--- config.mk ---
export PLATFORM = sky130hd
export DESIGN_NAME = nbuf_frame_ctrl
export DESIGN_NICKNAME = d
export VERILOG_FILES = /design/src/rtl/nbuf_frame_ctrl.sv
export SDC_FILE = /design/constraint.sdc
export NUM_CORES = 1
export LEC_CHECK = 0
export ABC_CLOCK_PERIOD_IN_PS = 25000
export BUFFER_PORTS_ARGS = -buffer_cell sky130_fd_sc_hd__clkbuf_2
export CORE_AREA = 2 2 215 217
export CTS_CLUSTER_DIAMETER = 30
export DETAILED_ROUTE_END_ITERATION = 12
export DIE_AREA = 0 0 217 219
export MAX_ROUTING_LAYER = met4
export PLACE_DENSITY = 0.67
export RECOVER_POWER = 50
export SLEW_MARGIN = 20
export SYNTH_ARGS = -nofsm -noshare
export SYNTH_HDL_FRONTEND = slang
export SYNTH_SLANG_ARGS = --single-unit
--- constraint.sdc ---
create_clock -name fclk -period 25 [get_ports fclk]
set_clock_uncertainty 0.15 [all_clocks]
set_input_delay 1.25 -clock fclk [delete_from_list [all_inputs] [get_ports fclk]]
set_output_delay 1.25 -clock fclk [all_outputs]
set_load 0.01 [all_outputs]
--- src/rtl/nbuf_frame_ctrl.sv ---
// N-buffer frame controller: hands DRAM frame buffers to one writer and one reader,
// either latest-frame (drops/repeats frames) or lossless FIFO with back-pressure.
module nbuf_frame_ctrl #(
  parameter int NBUF = 3,
  parameter int IDXW = 3,
  parameter int SEQW = 8
) (
  input  logic            fclk,
  input  logic            rst,
  input  logic            start,
  input  logic            stop,
  input  logic            mode,
  input  logic [31:0]     FRAME_BYTES,
  input  logic [31:0]     BUF_BASE,
  input  logic [31:0]     BUF_STRIDE,
  output logic            wr_frame_valid,
  input  logic            wr_frame_ready,
  output logic [31:0]     wr_BUF_ADDR,
  output logic [31:0]     wr_FRAME_BYTES,
  input  logic            wr_frame_done,
  output logic            rd_frame_valid,
  input  logic            rd_frame_ready,
  output logic [31:0]     rd_BUF_ADDR,
  output logic [31:0]     rd_FRAME_BYTES,
  input  logic            rd_frame_done,
  output logic            running,
  output logic [15:0]     drop_cnt,
  output logic [15:0]     repeat_cnt,
  output logic [15:0]     err_cnt,
  output logic [IDXW-1:0] debug_wr_idx,
  output logic [IDXW-1:0] debug_rd_idx
);
  localparam int AW = $clog2(NBUF);

  typedef enum logic [2:0] {
    B_FREE, B_OFFERED_W, B_WRITING, B_FULL, B_OFFERED_R, B_READING
  } buf_state_e;

  buf_state_e      buf_st [NBUF];
  logic [SEQW-1:0] stamp  [NBUF];
  logic [NBUF-1:0] rep;            // buffer went back to FULL after a read: next read offer is a repeat
  logic [SEQW-1:0] seq;
  logic            mode_r;
  logic [31:0]     base_r, stride_r;
  logic            wr_busy, rd_busy, wr_from_full;
  logic [AW-1:0]   wr_i, rd_i;

  logic            free_found, newer_full;
  logic [AW-1:0]   free_i, oldest_i, newest_i, wr_cand_i, rd_cand_i;
  logic [3:0]      full_cnt;
  logic [SEQW-1:0] age, rd_age, oldest_age, newest_age;
  logic            wr_offer, rd_offer, wr_drop, rd_rep, wr_stray, rd_stray;
  logic [1:0]      err_inc;

  assign debug_wr_idx = IDXW'(wr_i);
  assign debug_rd_idx = IDXW'(rd_i);

  function automatic logic [15:0] sat_add(input logic [15:0] cnt, input logic [1:0] inc);
    logic [16:0] sum;
    sum = {1'b0, cnt} + 17'(inc);
    return sum[16] ? 16'hFFFF : sum[15:0];
  endfunction

  // Candidate selection; ages are wrapping distances from the sequence counter.
  always_comb begin
    // NOTE: every variable written here gets a default first, so no path can infer a latch.
    free_found = 1'b0;
    free_i     = '0;
    full_cnt   = '0;
    oldest_i   = '0;
    newest_i   = '0;
    oldest_age = '0;
    newest_age = '0;
    age        = '0;
    newer_full = 1'b0;
    rd_age     = seq - stamp[rd_i];
    for (int i = NBUF - 1; i >= 0; i--) begin
      if (buf_st[i] == B_FREE) begin
        free_found = 1'b1;
        free_i     = AW'(i);
      end
    end
    for (int i = 0; i < NBUF; i++) begin
      if (buf_st[i] == B_FULL) begin
        age = seq - stamp[i];
        if (full_cnt == 4'd0 || age > oldest_age) begin
          oldest_age = age;
          oldest_i   = AW'(i);
        end
        if (full_cnt == 4'd0 || age < newest_age) begin
          newest_age = age;
          newest_i   = AW'(i);
        end
        if (age < rd_age) newer_full = 1'b1;
        full_cnt = full_cnt + 4'd1;
      end
    end
    wr_cand_i = free_found ? free_i : oldest_i;
    wr_drop   = !free_found;
    wr_offer  = running && !stop && !wr_frame_valid && !wr_busy &&
                (free_found || (!mode_r && full_cnt >= 4'd2));
    rd_cand_i = mode_r ? oldest_i : newest_i;
    rd_rep    = rep[rd_cand_i];
    rd_offer  = running && !stop && !rd_frame_valid && !rd_busy && (full_cnt != 4'd0);
    wr_stray  = wr_frame_done && !wr_busy;
    rd_stray  = rd_frame_done && !rd_busy;
    err_inc   = {1'b0, wr_stray} + {1'b0, rd_stray};
  end

  always_ff @(posedge fclk) begin
    // NOTE: all state here uses non-blocking assignments so every branch sees pre-edge values.
    if (rst || start) begin
      // NOTE: the buffer table is a few flops rather than a RAM, so it is reset with everything else.
      for (int i = 0; i < NBUF; i++) begin
        buf_st[i] <= B_FREE;
        stamp[i]  <= '0;
      end
      rep            <= '0;
      seq            <= '0;
      wr_frame_valid <= 1'b0;
      rd_frame_valid <= 1'b0;
      wr_BUF_ADDR    <= '0;
      rd_BUF_ADDR    <= '0;
      wr_i           <= '0;
      rd_i           <= '0;
      wr_busy        <= 1'b0;
      rd_busy        <= 1'b0;
      wr_from_full   <= 1'b0;
      if (rst) begin
        mode_r         <= 1'b0;
        base_r         <= '0;
        stride_r       <= '0;
        wr_FRAME_BYTES <= '0;
        rd_FRAME_BYTES <= '0;
        running        <= 1'b0;
        drop_cnt       <= '0;
        repeat_cnt     <= '0;
        err_cnt        <= '0;
      end else begin
        mode_r         <= mode;
        base_r         <= BUF_BASE;
        stride_r       <= BUF_STRIDE;
        wr_FRAME_BYTES <= FRAME_BYTES;
        rd_FRAME_BYTES <= FRAME_BYTES;
        running        <= 1'b1;
      end
    end else begin
      if (stop) running <= 1'b0;

      if (wr_frame_valid && wr_frame_ready) begin
        buf_st[wr_i]   <= B_WRITING;
        wr_frame_valid <= 1'b0;
        wr_busy        <= 1'b1;
      end else if (wr_frame_valid && stop) begin
        buf_st[wr_i]   <= wr_from_full ? B_FULL : B_FREE;
        wr_frame_valid <= 1'b0;
      end
      if (wr_frame_done && wr_busy) begin
        buf_st[wr_i] <= B_FULL;
        stamp[wr_i]  <= seq;
        seq          <= seq + SEQW'(1);
        wr_busy      <= 1'b0;
      end
      if (wr_offer) begin
        buf_st[wr_cand_i] <= B_OFFERED_W;
        rep[wr_cand_i]    <= 1'b0;
        wr_frame_valid    <= 1'b1;
        wr_BUF_ADDR       <= base_r + 32'(wr_cand_i) * stride_r;
        wr_i              <= wr_cand_i;
        wr_from_full      <= wr_drop;
      end

      if (rd_frame_valid && rd_frame_ready) begin
        buf_st[rd_i]   <= B_READING;
        rd_frame_valid <= 1'b0;
        rd_busy        <= 1'b1;
      end else if (rd_frame_valid && stop) begin
        buf_st[rd_i]   <= B_FULL;
        rd_frame_valid <= 1'b0;
      end
      // Latest mode keeps the last frame on screen until something newer exists.
      if (rd_frame_done && rd_busy) begin
        if (mode_r || newer_full) begin
          buf_st[rd_i] <= B_FREE;
        end else begin
          buf_st[rd_i] <= B_FULL;
          rep[rd_i]    <= 1'b1;
        end
        rd_busy <= 1'b0;
      end
      if (rd_offer) begin
        buf_st[rd_cand_i] <= B_OFFERED_R;
        rep[rd_cand_i]    <= 1'b0;
        rd_frame_valid    <= 1'b1;
        rd_BUF_ADDR       <= base_r + 32'(rd_cand_i) * stride_r;
        rd_i              <= rd_cand_i;
      end

      drop_cnt   <= sat_add(drop_cnt, {1'b0, wr_offer && wr_drop});
      repeat_cnt <= sat_add(repeat_cnt, {1'b0, rd_offer && rd_rep});
      err_cnt    <= sat_add(err_cnt, err_inc);
    end
  end

endmodule
==> results.md <==
* Clk sink count at roughly 270
* H-tree levels at 3
* Clk pwr share at ~56%
* CP arrival at between 10000 and 15000 ps
* Die span in x at between 200 and 250 µm
* Area growth from synthesis to layout at 21.6%
* Detailed-placement wirelength estimate at ~38000 µm
* Leakage power at 9.90 nW
* Synth warn at 0
* Hold Path Class: flip-flop to flip-flop
* Initial antenna violation count at 1
* Setup TNS at 0 ps
* Crit-path max FO at 118
* Slowest CP cell: clkinvlp_2
* Vias per cell at 5.29
* Hold Crit Depth at 2
* Cell Area, Synth at approximately 19000 µm²
* Crit path capture type: flip-flop
* Pwr Density at roughly 75 nW/µm²
* Post-synth EDFFs at between 150 and 200
* Logic pwr share at 13.0%
* # resized after CTS at 0
* Final wirelength at ~53000 µm
* CTS buffer count at 71
* Internal at between 1 and 1.5 mW
* Worst IR Drop VDD at between 40 and 50 µV
* Grt ovf at 0
* Most frequent cells in the layout: nand2_1 (270), inv_1 (199), clkbuf_1 (195)
* Worst rel slew slack at -182%
* Initial Util at approximately 43%
* Post-synth ARST share at 0%
* Status: finished, violations left
* P_sw at 0.455 mW
* All-Layer GR Usage at between 20% and 30%
* Hold_buf cts at 0
* Via Count at between 15000 and 20000
* Initial DRC count at approximately 1200
* TritonRoute pass-1 iters at 6
* Die Ht at ~220 µm
* Number of I/O port buffers at 287
* Mean Syn Cell Area at roughly 9.4 µm²
* Share of cells above drive strength 1 at between 10% and 20%
* Row count at 78
* Netlist cell types at around 90
* Yosys reg bits at 273
* DRC viols at 0
* Clock Path Buffers at 3
* Top delay family on crit path: buffers and inverters
* Hold path endpoint: rd_BUF_ADDR[11]
* Period Utilization, post-route at about two fifths
* Vias in the first global route at approximately 16000
* Core area at 45100 µm²
* Max Cap Viol at 5
* Setup Buffers After CTS at 0
* Share of the yosys chip area belonging to registers at between 30% and 40%
* RSZ-0062 raised after global routing: false
* Reg2reg setup slack at 15060 ps
* Crit path cell chain: clkbuf_1, nor2_2, clkbuf_1, clkinvlp_2, buf_4, or3_1, nand3_1
* Top cell by count, worst path: clkbuf_1
* Clock-pin slew on the worst setup and hold paths at 40 ps
* I/O Pins at 290
* Top FF cell, synth: edfxtp_1
* Min-Delay Startpoint: rd_BUF_ADDR[11]
* Post-layout min period at approximately 10000 ps
* WL/cell at around 18 µm
* Final Setup Violations at 0
* Failing checks: max-capacitance violations, max-slew violations
* Nets at around 2600
* Clock root buffer: clkbuf_16
* Hold_ws at just under 300 ps
* First-pass GRT wire length at 81900 µm
* GPL Wtd Cong at 0.909
* Startpoint Class: primary input
* R2r startpoint: seq[1]
* Final hold viol count at 0
* Largest stage delay, worst path at between 4000 and 5000 ps
* Skew-Pair Late Insertion Delay at roughly 600 ps
* WS Path Type: primary input to flip-flop
* Slew @ Worst Pin at around 4200 ps
* Critical path required time at between 20000 and 30000 ps
* Sw Share at between 20% and 30%
* Worst path bufs/invs at 4
* Cell count after synthesis at roughly 2100
* Clock tree from TritonCTS: done
* FMAX at approximately 100 MHz
* Worst R2R End: rd_BUF_ADDR[31]
* Max-slew violation count at between 300 and 400
* Register share of total power at 30.5%
* Largest net degree at the start of global routing at around 120
* Die area at 47500 µm²
* Most common cell after layout, fill and taps aside: nand2_1
* R2R cell count at 37
* Post-DRT Antenna Nets at 0
cells by family (layout without fill, tap and decap cells):
| family | after synthesis | in the layout | synth area share [%] |
|---|---|---|---|
| xor+xnor | 108 | 108 | 4.97 |
| fa+ha+maj | 211 | 211 | 16.3 |
| mux | 26 | 26 | 1.88 |
| buf+inv | 307 | 636 | 6.80 |
| flops | 273 | 273 | 38.0 |
| compound gates | 412 | 412 | 13.5 |
| simple gates | 721 | 721 | 18.5 |
| other cells | 1 | 3 | 0.0194 |
synth_stat cells, types with 17 or more instances:
cell,instances,area (µm²)
buf_4,34,255
nor3_1,30,150
nor2_1,92,345
a21oi_1,178,891
clkbuf_1,49,184
nand4_1,19,119
fa_1,68,1360
o21ai_0,54,270
nand3_1,57,285
ha_1,143,1790
and3_1,27,169
a21o_1,45,338
nand2b_1,17,106
nand2_1,270,1010
inv_1,200,751
xor2_1,46,403
and2_1,51,319
nor2b_1,111,694
edfxtp_1,187,5620
dfxtp_1,86,1720
xnor2_1,61,534
registers in the layout, indices dropped and copies added (netlist names), 32 cells and up, named ones only:
name / flops
rd_BUF_ADDR: 32
rd_FRAME_BYTES: 32
base_r: 32
stamp: 32
stride_r: 32
wr_BUF_ADDR: 32
per-layer routing:
layer  global-route usage, %  wire [µm]
met3                    3.91       3060
met2                    36.2      25200
met5                       -          0
met1                    28.2      22900
met4                    7.90       1400
tightest hold or removal path: stages (launching register included):
cell and delay, ps:
dfxtp_1 300, nand2_1 50, a21oi_1 50
cell type report:
class	instances	area, µm²
antenna	1	2.50
clock buffer	89	1940
fill	4185	21600
multi-input combinational	1480	10700
clock inverter	42	656
tap	600	751
inverter	202	761
sequential	273	7340
timing repair buffer	303	1320
how the worst max path moves through the flow:
stage | from | cells after the start | endpoint | slack (ps)
3_3_place_gp | seq[1] | 37 | rd_BUF_ADDR[31] | 15300
5_1_grt | rst | 8 | stamp[1][5] | 14060
3_5_place_dp | seq[1] | 37 | rd_BUF_ADDR[31] | 15150
4_1_cts | seq[1] | 37 | rd_BUF_ADDR[31] | 15120
2_1_floorplan | seq[1] | 39 | rd_BUF_ADDR[31] | 16440
6_report | rst | 7 | buf_st[0][0] | 14960
power groups by stage:
stage,Clock (mW),Sequential [mW],Combinational [mW]
floorplan,0,0.539,0.160
global placement,0,0.539,0.225
detailed placement,0,0.540,0.229
CTS,1.00,0.533,0.231
global route,1.03,0.536,0.254
finish,0.989,0.533,0.227
per-stage QoR:
stage / power, mW / worst slack [ps] / area, µm² / instances / utilization, %
after floorplan: 0.699 / 16440 / 19300 / 2060 / -
after global placement: 0.764 / 15300 / 21100 / 2858 / 46.8
after detailed placement: 0.769 / 15150 / 21100 / 2858 / 46.8
after CTS: 1.77 / 15120 / 23700 / 2989 / 52.6
after global routing: 1.82 / 14060 / 23500 / 2990 / 52.0
final: 1.75 / 14960 / 23500 / 2990 / 52.0
Note: power is estimated with default switching activity, not from simulation.
